## src/rtl/hazard_ctrl_if.sv

```systemverilog
// Control bus between the ID/EX hazard controller and the pipeline.
interface hazard_ctrl_if #(
   parameter int REG_AW = 5,
   parameter int CNT_W  = 16
);
   // pipeline status seen by the controller
   logic [REG_AW-1:0] id_rs1;
   logic [REG_AW-1:0] id_rs2;
   logic              id_use_rs1;
   logic              id_use_rs2;
   logic              ex_mem_read;
   logic [REG_AW-1:0] ex_rd;
   logic              ex_branch_taken;
   logic              dmem_req;
   logic              dmem_ready;
   logic              cnt_clr;
   // control and performance outputs
   logic              pc_stall;
   logic              if_id_stall;
   logic              id_ex_bubble;
   logic              id_ex_stall;
   logic              ex_mem_stall;
   logic              if_id_flush;
   logic [CNT_W-1:0]  stall_cnt;
   logic [CNT_W-1:0]  flush_cnt;

   modport master (
      output id_rs1, id_rs2, id_use_rs1, id_use_rs2, ex_mem_read, ex_rd,
             ex_branch_taken, dmem_req, dmem_ready, cnt_clr,
      input  pc_stall, if_id_stall, id_ex_bubble, id_ex_stall, ex_mem_stall,
             if_id_flush, stall_cnt, flush_cnt
   );

   modport slave (
      input  id_rs1, id_rs2, id_use_rs1, id_use_rs2, ex_mem_read, ex_rd,
             ex_branch_taken, dmem_req, dmem_ready, cnt_clr,
      output pc_stall, if_id_stall, id_ex_bubble, id_ex_stall, ex_mem_stall,
             if_id_flush, stall_cnt, flush_cnt
   );
endinterface

```

## src/rtl/hazard_ctrl.sv

```systemverilog
// Load-use hazard / memory-stall / branch-flush controller with saturating
// stall and flush counters. Control outputs are combinational.
module hazard_ctrl #(
   parameter int REG_AW   = 5,
   parameter int LOAD_LAT = 1,   // bubbles per load-use hazard, 1..7
   parameter int CNT_W    = 16,
   parameter int ZERO_HAZ = 0    // 1: x0 takes part in hazard compare
) (
   input  logic          clk,
   input  logic          rst_n,
   hazard_ctrl_if.slave  hc
);

   typedef enum logic {RUN, LSTALL} state_t;

   localparam logic [2:0] LAT_M1 = 3'(LOAD_LAT - 1);

   state_t           state_q, state_d;
   logic [2:0]       bcnt_q, bcnt_d;
   logic [CNT_W-1:0] stall_cnt_q, flush_cnt_d, stall_cnt_d, flush_cnt_q;
   logic             hz, ms;
   logic             pc_stall_o, if_id_stall_o, id_ex_bubble_o;
   logic             id_ex_stall_o, ex_mem_stall_o, if_id_flush_o;

   // hazard and memory-stall detection
   always_comb begin
      hz = hc.ex_mem_read
         & ((ZERO_HAZ != 0) | (hc.ex_rd != '0))
         & ((hc.id_use_rs1 & (hc.id_rs1 == hc.ex_rd))
          | (hc.id_use_rs2 & (hc.id_rs2 == hc.ex_rd)));
      ms = hc.dmem_req & ~hc.dmem_ready;
   end

   // state register: RUN/LSTALL plus remaining-bubble counter
   always_ff @(posedge clk) begin
      if (!rst_n) begin
         state_q <= RUN;
         bcnt_q  <= 3'd0;
      end else begin
         state_q <= state_d;
         bcnt_q  <= bcnt_d;
      end
   end

   // next state: a memory stall freezes the machine, bubbles are not consumed
   always_comb begin
      state_d = state_q;
      bcnt_d  = bcnt_q;
      if (!ms) begin
         case (state_q)
            RUN: begin
               // the branch discards the ID instruction, so its hazard is moot
               if (!hc.ex_branch_taken && hz && LOAD_LAT > 1) begin
                  state_d = LSTALL;
                  bcnt_d  = LAT_M1;
               end
            end
            LSTALL: begin
               bcnt_d = bcnt_q - 3'd1;
               if (bcnt_q == 3'd1) state_d = RUN;
            end
            default: state_d = RUN;
         endcase
      end
   end

   // control outputs, priority reset > memory stall > branch > load-use
   always_comb begin
      pc_stall_o     = 1'b0;
      if_id_stall_o  = 1'b0;
      id_ex_bubble_o = 1'b0;
      id_ex_stall_o  = 1'b0;
      ex_mem_stall_o = 1'b0;
      if_id_flush_o  = 1'b0;
      if (rst_n) begin
         if (ms) begin
            pc_stall_o     = 1'b1;
            if_id_stall_o  = 1'b1;
            id_ex_stall_o  = 1'b1;
            ex_mem_stall_o = 1'b1;
         end else if (state_q == LSTALL) begin
            pc_stall_o     = 1'b1;
            if_id_stall_o  = 1'b1;
            id_ex_bubble_o = 1'b1;
         end else if (hc.ex_branch_taken) begin
            if_id_flush_o  = 1'b1;
            id_ex_bubble_o = 1'b1;
         end else if (hz) begin
            pc_stall_o     = 1'b1;
            if_id_stall_o  = 1'b1;
            id_ex_bubble_o = 1'b1;
         end
      end
   end

   // saturating counter next values; clear wins over increment
   always_comb begin
      stall_cnt_d = stall_cnt_q;
      flush_cnt_d = flush_cnt_q;
      if (hc.cnt_clr) begin
         stall_cnt_d = '0;
         flush_cnt_d = '0;
      end else begin
         if (pc_stall_o && stall_cnt_q != '1) stall_cnt_d = stall_cnt_q + 1'b1;
         if (if_id_flush_o && flush_cnt_q != '1) flush_cnt_d = flush_cnt_q + 1'b1;
      end
   end

   // performance counter registers
   always_ff @(posedge clk) begin
      if (!rst_n) begin
         stall_cnt_q <= '0;
         flush_cnt_q <= '0;
      end else begin
         stall_cnt_q <= stall_cnt_d;
         flush_cnt_q <= flush_cnt_d;
      end
   end

   assign hc.pc_stall     = pc_stall_o;
   assign hc.if_id_stall  = if_id_stall_o;
   assign hc.id_ex_bubble = id_ex_bubble_o;
   assign hc.id_ex_stall  = id_ex_stall_o;
   assign hc.ex_mem_stall = ex_mem_stall_o;
   assign hc.if_id_flush  = if_id_flush_o;
   assign hc.stall_cnt    = stall_cnt_q;
   assign hc.flush_cnt    = flush_cnt_q;

endmodule

```

## src/flat_wrapper.sv

```systemverilog
// flat-port wrapper written by rule: the top's interface ports become plain ports
module hazard_ctrl_flat 
#(
   parameter int REG_AW   = 5,
   parameter int LOAD_LAT = 1,                                       
   parameter int CNT_W    = 16,
   parameter int ZERO_HAZ = 0                                         
)
  (clk, rst_n, hc_id_rs1, hc_id_rs2, hc_id_use_rs1, hc_id_use_rs2, hc_ex_mem_read, hc_ex_rd, hc_ex_branch_taken, hc_dmem_req, hc_dmem_ready, hc_cnt_clr, hc_pc_stall, hc_if_id_stall, hc_id_ex_bubble, hc_id_ex_stall, hc_ex_mem_stall, hc_if_id_flush, hc_stall_cnt, hc_flush_cnt);
  hazard_ctrl_if #(.REG_AW(REG_AW), .CNT_W(CNT_W)) hc_i ();
  input  logic clk;
  input  logic rst_n;
  input wire logic [$bits(hc_i.id_rs1)-1:0] hc_id_rs1;
  input wire logic [$bits(hc_i.id_rs2)-1:0] hc_id_rs2;
  input wire logic [$bits(hc_i.id_use_rs1)-1:0] hc_id_use_rs1;
  input wire logic [$bits(hc_i.id_use_rs2)-1:0] hc_id_use_rs2;
  input wire logic [$bits(hc_i.ex_mem_read)-1:0] hc_ex_mem_read;
  input wire logic [$bits(hc_i.ex_rd)-1:0] hc_ex_rd;
  input wire logic [$bits(hc_i.ex_branch_taken)-1:0] hc_ex_branch_taken;
  input wire logic [$bits(hc_i.dmem_req)-1:0] hc_dmem_req;
  input wire logic [$bits(hc_i.dmem_ready)-1:0] hc_dmem_ready;
  input wire logic [$bits(hc_i.cnt_clr)-1:0] hc_cnt_clr;
  output wire logic [$bits(hc_i.pc_stall)-1:0] hc_pc_stall;
  output wire logic [$bits(hc_i.if_id_stall)-1:0] hc_if_id_stall;
  output wire logic [$bits(hc_i.id_ex_bubble)-1:0] hc_id_ex_bubble;
  output wire logic [$bits(hc_i.id_ex_stall)-1:0] hc_id_ex_stall;
  output wire logic [$bits(hc_i.ex_mem_stall)-1:0] hc_ex_mem_stall;
  output wire logic [$bits(hc_i.if_id_flush)-1:0] hc_if_id_flush;
  output wire logic [$bits(hc_i.stall_cnt)-1:0] hc_stall_cnt;
  output wire logic [$bits(hc_i.flush_cnt)-1:0] hc_flush_cnt;
  assign hc_i.id_rs1 = hc_id_rs1;
  assign hc_i.id_rs2 = hc_id_rs2;
  assign hc_i.id_use_rs1 = hc_id_use_rs1;
  assign hc_i.id_use_rs2 = hc_id_use_rs2;
  assign hc_i.ex_mem_read = hc_ex_mem_read;
  assign hc_i.ex_rd = hc_ex_rd;
  assign hc_i.ex_branch_taken = hc_ex_branch_taken;
  assign hc_i.dmem_req = hc_dmem_req;
  assign hc_i.dmem_ready = hc_dmem_ready;
  assign hc_i.cnt_clr = hc_cnt_clr;
  assign hc_pc_stall = hc_i.pc_stall;
  assign hc_if_id_stall = hc_i.if_id_stall;
  assign hc_id_ex_bubble = hc_i.id_ex_bubble;
  assign hc_id_ex_stall = hc_i.id_ex_stall;
  assign hc_ex_mem_stall = hc_i.ex_mem_stall;
  assign hc_if_id_flush = hc_i.if_id_flush;
  assign hc_stall_cnt = hc_i.stall_cnt;
  assign hc_flush_cnt = hc_i.flush_cnt;
  hazard_ctrl #(.REG_AW(REG_AW), .LOAD_LAT(LOAD_LAT), .CNT_W(CNT_W), .ZERO_HAZ(ZERO_HAZ)) u_core (.clk(clk), .rst_n(rst_n), .hc(hc_i));
endmodule
```

## config.mk

```make
export PLATFORM = sky130hd
export DESIGN_NAME = hazard_ctrl_flat
export DESIGN_NICKNAME = d
export VERILOG_FILES = /design/src/rtl/hazard_ctrl_if.sv /design/src/rtl/hazard_ctrl.sv /design/src/flat_wrapper.sv
export SDC_FILE = /design/constraint.sdc
export NUM_CORES = 1
export LEC_CHECK = 0
export ABC_CLOCK_PERIOD_IN_PS = 2150
export CELL_PAD_IN_SITES_DETAIL_PLACEMENT = 0
export CELL_PAD_IN_SITES_GLOBAL_PLACEMENT = 1
export CORE_UTILIZATION = 34
export CTS_CLUSTER_DIAMETER = 200
export DETAILED_ROUTE_END_ITERATION = 10
export GPL_TIMING_DRIVEN = 1
export PLACE_DENSITY_LB_ADDON = 0.25
export SLEW_MARGIN = 0
export SYNTH_ARGS = -nofsm -noshare
export SYNTH_HDL_FRONTEND = slang
export SYNTH_SLANG_ARGS = --single-unit
```

## constraint.sdc

```tcl
create_clock -name clk -period 2.15 [get_ports clk]
set_input_delay 0.3225 -clock clk [delete_from_list [all_inputs] [get_ports clk]]
set_output_delay 0.3225 -clock clk [all_outputs]
set_load 0.02 [all_outputs]
```

* After elaboration in Yosys (flattened, before gate mapping)
Index checks and enable logic that the tools add are counted.
** Word-level totals
- Flip-flop bits (word level) :: 36
- Input port bits :: 24
- Output and inout bits :: 38
- Logic and storage cells :: 43
** Cells by class
- Add/sub/neg operators :: 3
- Eq/ne operators :: 5
- Mux-type cells :: 17
- Bitwise gates (word level) :: 9
- Reduce and logical (&&, ||, !) cells :: 5
** Operator list (count)
- $add 16x1->16 const B :: 2
- $ne 16x16->1 const B :: 2
- $mux 1 :: 17
- $eq 5x5->1 :: 2
- $and 1x1->1 :: 5
- $reduce_bool 5->1 :: 1
- $eq 3x1->1 const B :: 1
- $not 1->1 :: 3
- $sub 3x1->3 const B :: 1
- $logic_and 1x1->1 :: 2
- $reduce_and 2->1 :: 1
- $reduce_or 2->1 :: 1
- $or 1x1->1 :: 1

* Depth between registers and ports, before layout
- Depth after elaboration :: 10
- Gate-level depth with buffers :: 9
- Gate-level depth less buffers :: 7

* Least setup slack after synthesis
No wires, ideal clock.
- Kind :: flip-flop to flip-flop
- Start :: reg u_core.stall_cnt_q[0] (netlist: u_core.hc.stall_cnt[0])
- End :: reg u_core.stall_cnt_q[1] (netlist: u_core.hc.stall_cnt[1])
- Setup time :: 128 ps
- Arrival time :: 1915 ps
- Data required time :: 2022 ps
- Path slack :: 108 ps
- Stages on the path, launching flop included :: 10
- Buffers on the path :: 2
- Path through :: dfxtp_1 ha_1 and2_1 nand4_1 o21a_1 a21oi_2 buf_6 buf_8 mux2i_1 nor2_1
** Between the ends
- Cells in the longest elaborated chain, start to end :: 2
- Elaborated cells between the ends (all ways) :: 3
** RTL lines
- from (decl) :: line hazard_ctrl.sv:20 : logic [CNT_W-1:0] stall_cnt_q, flush_cnt_d, stall_cnt_d, flush_cnt_q;
- from (signal assigned) :: line hazard_ctrl.sv:115 : stall_cnt_q <= stall_cnt_d;
- parallel branches: the longest is 2 deep, another holds $add 16x1->16
Parallel ways; which one is timed is not known.
A chain may end at the register's enable or synchronous reset.

* Worst setup path in the final report
- Start :: in hc_dmem_req
- End :: out hc_if_id_flush
** Between the ends
- Cells in the longest elaborated chain, start to end :: 3
** RTL lines
- from (decl) :: line flat_wrapper.sv:20 : input wire logic [$bits(hc_i.dmem_req)-1:0] hc_dmem_req;
- $and 1x1->1 :: line hazard_ctrl.sv:31 : ms = hc.dmem_req & ~hc.dmem_ready;
- $mux 1 :: line hazard_ctrl.sv:76 : if (ms) begin
- $mux 1 :: line hazard_ctrl.sv:75 : if (rst_n) begin
- to (decl) :: line flat_wrapper.sv:28 : output wire logic [$bits(hc_i.if_id_flush)-1:0] hc_if_id_flush;
Every way passes these cells.

==> impl_summary.log <==
INFO  metric cts-root-buf = sky130_fd_sc_hd__clkbuf_8
INFO  metric avgRoutedWirePerCell = ~12 um
INFO  metric synth_ff_type = sky130_fd_sc_hd__dfxtp_1
INFO  metric firstDrtPassIters = 4
INFO  metric hold_path.class = register to register
INFO  metric final_antenna_net_count = 0
INFO  metric postSynth.asyncResetShare = 0%
INFO  metric io_buffer_count = 61
INFO  metric grt_pass1_wl = around 8300 um
INFO  metric grt_util_all_layers = between 15 and 20%
INFO  metric clock-sinks = 36
INFO  metric postCtsSetupBuffers = 0
INFO  metric die-height = ~80 um
INFO  metric power.density_cell_area = around 500 nW/um2
INFO  metric outcome = complete, no violations
INFO  metric crit_path_max_fanout = 3
INFO  metric min_from = u_core.state_q
INFO  metric synth.yosys.warnings = 0
INFO  metric yosysTopAreaCellShare = between 30% and 40%
INFO  metric die_x_extent = 78.13 um
INFO  metric design.die.area = a little over 6000 um2
INFO  metric worst_ep_arrival_time = 1.76 ns
INFO  metric min_delay_path_depth = 2
INFO  metric worstMarginPinSlew = 0.4183 ns
INFO  metric clk_pin_slew = 0.06 ns
INFO  metric layout_commonest_cell = sky130_fd_sc_hd__clkdlybuf4s50_1
INFO  metric cts_inserted_buffers = 5
INFO  metric rows = 27
INFO  metric relSlewSlack = 72.04%
INFO  metric cp.required = approximately 1.8 ns
INFO  metric clock_skew = about 0.008 ns
INFO  metric syn_area = between 1500 and 2000 um2
INFO  metric layout_common_cells = sky130_fd_sc_hd__clkdlybuf4s50_1, sky130_fd_sc_hd__dfxtp_1, sky130_fd_sc_hd__buf_4
INFO  metric whs_endpoint = u_core.state_q
INFO  metric cts_tree = yes
INFO  metric finish.net_count = ~350
INFO  metric drive_above_1_share = ~16%
INFO  metric critical_path.startpoint_type = primary input
INFO  metric critical_path.endpoint_type = output port
INFO  metric synth-seq-area-share = approximately 37%
INFO  metric area.growth.synth_to_final = 51.49%
INFO  metric drt_drc_violations_left = 0
INFO  metric synth-seq-cells = 36
INFO  metric gpl.final_weighted_congestion = 0.7505
INFO  metric globalRouteOverflowTotal = 0
INFO  metric detail_route.wirelength = 4897 um
INFO  metric drtIter0Drc = 85
INFO  metric vias_per_cell = a little under 5
INFO  metric layout_worst_path_cycle_share = between 90% and 100%
INFO  metric antenna_violations_before_repair = 0
INFO  metric timing.max_cap.violations = 0
INFO  metric synth.lib_cells_used.distinct = 38
INFO  metric worstSetupStartpoint = hc_dmem_req
INFO  metric io-pin-count = 62
INFO  metric clockBufferDepth = 2
INFO  metric via_count = 1971
INFO  metric htreeDepth = 2
INFO  metric synth.largest_area_cell = sky130_fd_sc_hd__dfxtp_1
INFO  metric max_freq = between 400 and 500 MHz
INFO  metric synth_edf_count = 0
INFO  metric cts-hold-fix-buffers = 0
INFO  metric floorplan.core_area = 5540 um2
INFO  metric synth.area.top_cells = sky130_fd_sc_hd__dfxtp_1, sky130_fd_sc_hd__xnor2_1, sky130_fd_sc_hd__nor2_1, sky130_fd_sc_hd__nand2_1, sky130_fd_sc_hd__a21oi_1
INFO  metric hold-worst-slack = roughly 0.47 ns
INFO  metric synth_fp_nets = 262
INFO  metric layout_min_cycle_time = between 2 and 2.5 ns
INFO  metric report.power.total = between 1 and 1.5 mW
INFO  metric final-setup-viol-count = 0
INFO  metric crit_type = primary input to output port
INFO  metric critical_path.reg2reg.endpoint = u_core.hc.stall_cnt[1]
INFO  metric slew_viol_final = 0
INFO  metric crit-reg2reg-launch = u_core.hc.stall_cnt[1]
INFO  metric grt_start_max_net_pins = 20
INFO  metric worst-r2r-cell-count = 9
INFO  metric insertion_delay = 0.30 ns
INFO  metric mapped_cells = about 230
INFO  metric effective_utilization_at_floorplan = between 30% and 40%
INFO  metric hold_viol_final = 0
INFO  metric postSynthAreaPerCell = approximately 8.4 um2
INFO  metric setup_repair_after_global_routing_missed_its_margin = no
INFO  metric num_antenna_cells = 0
INFO  metric total_leakage_power = around 1.1 nW
INFO  metric dpl.hpwl = 3683 um
INFO  metric vdd.ir_drop.worst = between 0.3 and 0.4 mV
INFO  metric regToRegSetupSlack = roughly 0.2 ns
INFO  metric via_count_of_the_first_global_routing_pass = ~1900
## power breakdown
part / total [mW] / switching (mW) / internal (mW) / leakage, nW
registers: 0.669 / 0.00146 / 0.667 / 0.290
logic: 0.168 / 0.0768 / 0.0914 / 0.711
clock network: 0.658 / 0.249 / 0.409 / 0.0645
total: 1.50 / 0.327 / 1.17 / 1.07
## critical path: stages
cell and delay [ns]:
sky130_fd_sc_hd__clkdlybuf4s50_1 0.41, sky130_fd_sc_hd__nor2b_1 0.16, sky130_fd_sc_hd__or3_1 0.41, sky130_fd_sc_hd__inv_1 0.12, sky130_fd_sc_hd__dlygate4sd2_1 0.34
## Yosys cell counts (2+ instances only)
cell and number:
sky130_fd_sc_hd__o21a_1 4, sky130_fd_sc_hd__o21ai_1 8, sky130_fd_sc_hd__a21oi_2 2, sky130_fd_sc_hd__xor2_1 6
sky130_fd_sc_hd__nand3_1 4, sky130_fd_sc_hd__nand4_1 11, sky130_fd_sc_hd__nor2_1 26, sky130_fd_sc_hd__a211oi_1 4
sky130_fd_sc_hd__a21oi_1 15, sky130_fd_sc_hd__nor3_1 2, sky130_fd_sc_hd__and3_1 5, sky130_fd_sc_hd__nand2_1 22
sky130_fd_sc_hd__mux2i_1 2, sky130_fd_sc_hd__o21ai_0 3, sky130_fd_sc_hd__xnor2_1 20, sky130_fd_sc_hd__or3_1 10
sky130_fd_sc_hd__buf_4 2, sky130_fd_sc_hd__nand2b_1 2, sky130_fd_sc_hd__and4_1 4, sky130_fd_sc_hd__o31ai_1 4
sky130_fd_sc_hd__ha_1 4, sky130_fd_sc_hd__or4_1 5, sky130_fd_sc_hd__clkbuf_1 3, sky130_fd_sc_hd__inv_1 13
sky130_fd_sc_hd__dfxtp_1 36, sky130_fd_sc_hd__and2_1 5
## timing repair
item | 4_1_cts | 5_1_grt
pin swaps | 4 | 3
setup endpoints to repair | 13 | 6
gates cloned | 0 | 0
resized for setup | 23 | 7
## cell families after synthesis
kind of cell | synth area share, %
and+or+nand+nor | 28.00
AOI/OAI and AO/OA | 15.18
xor gates and xnor gates | 11.56
muxes | 1.016
buffers and inverters | 5.142
DFF | 36.57
adders and majority gates | 2.540
## per-layer routing
layer  vias up  global-route usage, %  wire length (um)
li1       1010                      -                 -
met1       902                  20.43              2169
met2        52                  29.04              2270
met3         7                  6.047               379
met4         0                  6.111                77
met5         -                      0                 0
## per-stage QoR
step | util [%] | setup slack (ns) | TNS [ns] | instances | area [um2]
floorplan | - | 0.1079 | 0 | 234 | 1971
global placement | 51.20 | -0.4479 | -6.091 | 389 | 2836
detailed placement | 51.20 | -0.4632 | -6.606 | 389 | 2836
CTS | 53.23 | 0.05276 | 0 | 397 | 2949
global route | 53.88 | 0.005733 | 0 | 397 | 2985
finish | 53.88 | 0.06572 | 0 | 397 | 2985
## flip-flops by register name (all words and copies together), names as in the netlist
name / count
u_core.hc.flush_cnt: 16
u_core.hc.stall_cnt: 16
u_core.bcnt_q: 3
u_core.state_q: 1
## area by class of cell
cell class                 count  area, um2
multi-input combinational    178       1185
clock buffer                   7      96.34
fill                         552       2555
inverter                      13      48.80
sequential                    36      720.7
clock inverter                 1      30.03
tap                           72      90.09
timing repair buffer          90      814.5
## how the worst max path moves through the flow
stage | endpoint | slack [ns] | depth (start not counted)
6_report | hc_if_id_flush | 0.07 | 5
5_1_grt | hc_if_id_stall | 0.006 | 7
4_1_cts | hc_if_id_flush | 0.05 | 5
3_5_place_dp | hc_id_ex_bubble | -0.46 | 7
3_3_place_gp | hc_id_ex_bubble | -0.45 | 7
2_1_floorplan | u_core.hc.stall_cnt[1] | 0.11 | 9
(Power assumes the default switching activity.)
==> variant 1: new RTL, config.mk and constraints unchanged <==
`CNT_W` is set to 16 in 3 places; all go to 32.
--- a/src/rtl/hazard_ctrl_if.sv
+++ b/src/rtl/hazard_ctrl_if.sv
@@ -1,7 +1,7 @@
 // Control bus between the ID/EX hazard controller and the pipeline.
 interface hazard_ctrl_if #(
    parameter int REG_AW = 5,
-   parameter int CNT_W  = 16
+   parameter int CNT_W  = 32
 );
    // pipeline status seen by the controller
    logic [REG_AW-1:0] id_rs1;
--- a/src/rtl/hazard_ctrl.sv
+++ b/src/rtl/hazard_ctrl.sv
@@ -3,7 +3,7 @@
 module hazard_ctrl #(
    parameter int REG_AW   = 5,
    parameter int LOAD_LAT = 1,   // bubbles per load-use hazard, 1..7
-   parameter int CNT_W    = 16,
+   parameter int CNT_W    = 32,
    parameter int ZERO_HAZ = 0    // 1: x0 takes part in hazard compare
 ) (
    input  logic          clk,
--- a/src/flat_wrapper.sv
+++ b/src/flat_wrapper.sv
@@ -3,7 +3,7 @@
 #(
    parameter int REG_AW   = 5,
    parameter int LOAD_LAT = 1,                                       
-   parameter int CNT_W    = 16,
+   parameter int CNT_W    = 32,
    parameter int ZERO_HAZ = 0                                         
 )
   (clk, rst_n, hc_id_rs1, hc_id_rs2, hc_id_use_rs1, hc_id_use_rs2, hc_ex_mem_read, hc_ex_rd, hc_ex_branch_taken, hc_dmem_req, hc_dmem_ready, hc_cnt_clr, hc_pc_stall, hc_if_id_stall, hc_id_ex_bubble, hc_id_ex_stall, hc_ex_mem_stall, hc_if_id_flush, hc_stall_cnt, hc_flush_cnt);
Interface: changed (resized hc_flush_cnt and hc_stall_cnt); port bits go from 62 to 94. No check against the original RTL was run, so the function may have changed too.
==> variant 1 against the unedited design <==
  * Area after synthesis is 77% higher
  * Sequential cell count is 32 higher
  * Global-route usage is 1.7 points higher
  * Worst setup slack worse by 0.0043 ns
  * Sequential share of layout area is 1.6 points higher
  * Clock power is 34% higher
  * Design area is 78% higher
  * Utilization is 0.079 points lower
  * Fmax is 0.21% lower
  * Sequential power is 88% higher
  * Routed wire length is 99% higher
  * Clock skew is 0.00093 ns lower
  * Largest power group unchanged
  * Total power is 56% higher
==> variant 1: results (changes against the unedited design) <==
syn_nets -> 455 (+74%)
met1 capacity usage during global routing -> 0.2564 (+0.05213)
# nets final -> 613 (+74%)
number of vias in the routed layout -> 3672 (+86%)
Post-Route Skew -> 0.007198 ns (-0.0009268 ns)
count of different cell masters after synthesis -> 47 (+24%)
hold path startpoint -> u_core.hc.stall_cnt[23]
DRT met1 WL -> 4.795 mm (+120%)
Post-synth top cells -> dfxtp_1, nor2_1, nand2_1, nand3_1, a21oi_1
GPL Wtd Cong -> 0.7958 (+6.0%)
met2 Use GR -> 0.3000 (+0.009649)
DRT Pass-1 Iters -> 4 (unchanged)
status -> completed
gr usage total -> 0.1901 (+0.01674)
IO Port Bufs -> 93 (+52%)
WHS -> 0.4976 ns (+0.02359 ns)
detailed route wirelength on metal2 -> 4.477 mm (+97%)
HPWL after DPL -> 7.231 mm (+96%)
largest cells by area after synthesis -> dfxtp_1, xor2_1, nor2_1
vias in the first global route -> 3375 (+77%)
dpl ws -> -0.6587 ns (-0.1956 ns)
DRT iter0 DRCs -> 94 (+11%)
Max VDD drop -> 0.2243 mV (-31%)
crit-path max FO -> 8 (+5)
setup slack after layout -> 0.06141 ns (-0.004318 ns)
Worst R2R Path Depth -> 7 (-2)
largest net degree at the start of global routing -> 41 (+110%)
metal3 WL -> 330 um (-13%)
uppermost layer routed -> met4
P_leak -> 1.919 nW (+80%)
clk_lat worst skew -> 0.34 ns (+0.04 ns)
r2r startpoint -> u_core.hc.flush_cnt[0]
fraction of layout cells with a size suffix above 1 -> 0.2082 (+0.05127)
final wirelength -> 9.760 mm (+99%)
critical path endpoint -> u_core.hc.flush_cnt[28]
first-pass GRT wire length -> 15.85 mm (+90%)
sequential area share after synthesis -> 0.3900 (+0.02425)
variant 1: cell count changes after synthesis, moves of 10 or more:
cell      before  now
or3_1         10   23
dfxtp_1       36   68
nor2_1        26   50
a21oi_1       15   28
o21ai_0        3   25
nand4_1       11   26
clkbuf_1       3   13
nand3_1        4   29
xor2_1         6   23
variant 1: layout make-up:
class	instances	area, sq um
clock buffers	12	145.1
fillers	940	4557
inverters	12	45.04
multi-input cells	330	2126
flip-flops and latches	68	1366
well taps	133	166.4
repair buffers	164	1459
variant 1: report_power, final:
part | switching [W] | internal, W | leakage (nW)
Clock | 0.000453 | 0.000426 | 0.0743
Sequential | 0.000000915 | 0.00126 | 0.549
Combinational | 0.0000907 | 0.000101 | 1.30
Total | 0.000545 | 0.00179 | 1.92
variant 1: cell families (layout without fill, tap and decap cells):
family | count (synthesis) | after routing | share of synthesized area
XOR/XNOR | 44 | 44 | 0.1104
flip-flops | 68 | 68 | 0.3900
AND/OR/NAND/NOR | 210 | 210 | 0.3305
buffers and inverters | 29 | 188 | 0.03405
adder cells (fa/ha/maj) | 4 | 4 | 0.01434
AO/OA/AOI/OAI | 69 | 69 | 0.1122
multiplexers | 3 | 3 | 0.008602
variant 1: stage by stage:
step	std cells	cell area, sq um
after floorplan	427	3503
after global placement	705	5046
after detailed placement	705	5046
after CTS	717	5197
after global routing	719	5308
final	719	5308
variant 1: what timing repair did:
item,CTS,global route
pin swaps,2,11
endpoints found under the setup margin,30,40
resized for setup,24,32
buffers inserted,0,2
hold endpoints to repair,0,0
variant 1: worst max-delay path: stages:
cell	delay, ns
clkdlybuf4s50_1	0.41
nor2b_2	0.18
or3_4	0.40
or4_4	0.56
and2b_1	0.26
xnor2_2	0.11
nor2_1	0.06
==> variant 2: new RTL, config.mk and constraints unchanged <==
Without the edit above. Reset style: asynchronous (`rst_n`), changed in 2 clocked blocks.
--- a/src/rtl/hazard_ctrl.sv
+++ b/src/rtl/hazard_ctrl.sv
@@ -32,7 +32,7 @@
    end
 
    // state register: RUN/LSTALL plus remaining-bubble counter
-   always_ff @(posedge clk) begin
+   always_ff @(posedge clk or negedge rst_n) begin
       if (!rst_n) begin
          state_q <= RUN;
          bcnt_q  <= 3'd0;
@@ -107,7 +107,7 @@
    end
 
    // performance counter registers
-   always_ff @(posedge clk) begin
+   always_ff @(posedge clk or negedge rst_n) begin
       if (!rst_n) begin
          stall_cnt_q <= '0;
          flush_cnt_q <= '0;
Function: differs if rst_n is asserted again (counterexample within 4 cycles, from zero or initial values and one cycle with rst_n low); with rst_n held inactive, the same outputs for 10 cycles.
==> variant 2 against the unedited design <==
  * Global-route usage decreased by 0.26 points
  * Worst setup slack got worse by 0.014 ns
  * Area after synthesis increased by 7.4%
  * Via count increased by 0.66%
  * Routed wire length increased by 7.5%
  * First-iteration DRC count decreased by 15%
  * Sequential cell count unchanged
  * Total power increased by 1.7%
  * Clock power decreased by 1%
  * Design area increased by 7.0%
==> variant 2: results (changes against the unedited design) <==
WHS -> 0.02608 ns (-0.4480 ns)
largest cells by area after synthesis -> dfrtp_1, xnor2_1, xor2_1
Gate power share -> 0.122 (+0.009)
count of different cell masters after synthesis -> 43 (+13%)
r2r startpoint -> u_core.hc.stall_cnt[10]
dpl ws -> -0.6390 ns (-0.1759 ns)
Max VDD drop -> 0.3084 mV (-5.2%)
antenna violations before repair -> 0 (unchanged)
DP Area -> 0.002989 sq mm (+5.4%)
number of gates resized after CTS -> 41 (+78%)
DRT iter0 DRCs -> 72 (-15%)
status -> completed
CTS buffer count -> 5 (unchanged)
Worst slew margin -> 0.7230 (+0.002633)
CTS Buffer Depth -> 2 (unchanged)
Post-synth top flop -> dfrtp_1
vias in the first global route -> 1862 (-2.3%)
HPWL after DPL -> 3.849 mm (+4.5%)
Worst Path Arrival -> 2.31 ns (+0.55 ns)
Worst R2R Path Depth -> 7 (-2)
dpl cells -> 376 (-3.3%)
sequential area share after synthesis -> 0.4255 (+0.05982)
switch share -> 0.2205 (+0.001661)
DRT Pass-1 Iters -> 4 (unchanged)
gr usage total -> 0.1708 (-0.002571)
Syn Area/Cell -> 9.623 sq um (+14%)
P_leak -> 1.345 nW (+26%)
most frequent cell after synthesis -> dfrtp_1
Post-synth top cells -> dfrtp_1, nor2_1, nand2_1, xnor2_1, xor2_1
worst hold path type -> input pin to async pin
fin cells -> 385 (-3.0%)
Worst R2R Setup Slack -> 0.13 ns (-0.07 ns)
Post-Route Skew -> 0.005666 ns (-0.002459 ns)
fraction of layout cells with a size suffix above 1 -> 0.2129 (+0.05598)
Final Cycle Share -> 0.9758 (+0.006339)
Reg power frac -> 0.450 (+0.003)
syn_nets -> 248 (-5.3%)
crit-path max FO -> 5 (+2)
first-pass GRT wire length -> 8.700 mm (+4.4%)
Synth async-reset ratio -> 1.000 (+1.000)
power in combinational cells -> 0.000186 W (+11%)
DR WL/cell -> 13.67 um (+11%)
number of vias in the routed layout -> 1984 (+0.66%)
Root Buffer -> clkbuf_8
# nets final -> 337 (-4.3%)
# fillers -> 580 (+5.1%)
largest net degree at the start of global routing -> 26 (+30%)
GPL Wtd Cong -> 0.7486 (-0.25%)
Clock Pin Slew Worst Setup and Hold Paths -> 0.08 ns (+0.02 ns)
synth warn -> 0 (unchanged)
CP Launch Point -> hc_id_rs2[1]
Critical Path Max Stage Delay -> 0.50 ns (+0.09 ns)
postcts setup bufs -> 0 (unchanged)
Worst R2R End -> u_core.hc.stall_cnt[13]
critical path's slowest cell -> or4_4
clk_lat worst skew -> 0.28 ns (-0.02 ns)
critical path endpoint -> u_core.hc.stall_cnt[12]
variant 2: cell count changes after synthesis, moves of 7 or more:
cell,delta
dfrtp_1,+36
dfxtp_1,-36
or3_1,-9
o21ai_1,-8
nand2_1,-7
nand3_1,+7
variant 2: cells by family after synthesis:
kind of cell,after synthesis,share of synthesized area
AO/OA/AOI/OAI,36,0.1253
buffers and inverters,17,0.04315
AND/OR/NAND/NOR,96,0.2500
adder cells (fa/ha/maj),4,0.02364
XOR/XNOR,27,0.1117
flip-flops,36,0.4255
multiplexers,4,0.02068
variant 2: routing by layer:
metal  track usage  routed length, um
met5             0                  0
met2        0.2874               2533
met4       0.04821                 41
met3       0.02697                177
met1        0.2253               2510
variant 2: cell type report:
cell class	instances	area [sq um]	share of cell area
Multi-Input combinational cell	167	1205	0.3771
Clock buffer	7	96.34	0.03015
Tap cell	75	93.84	0.02937
Clock inverter	1	30.03	0.009397
Timing Repair Buffer	92	843.3	0.2639
Inverter	7	26.28	0.008222
Sequential cell	36	900.9	0.2819
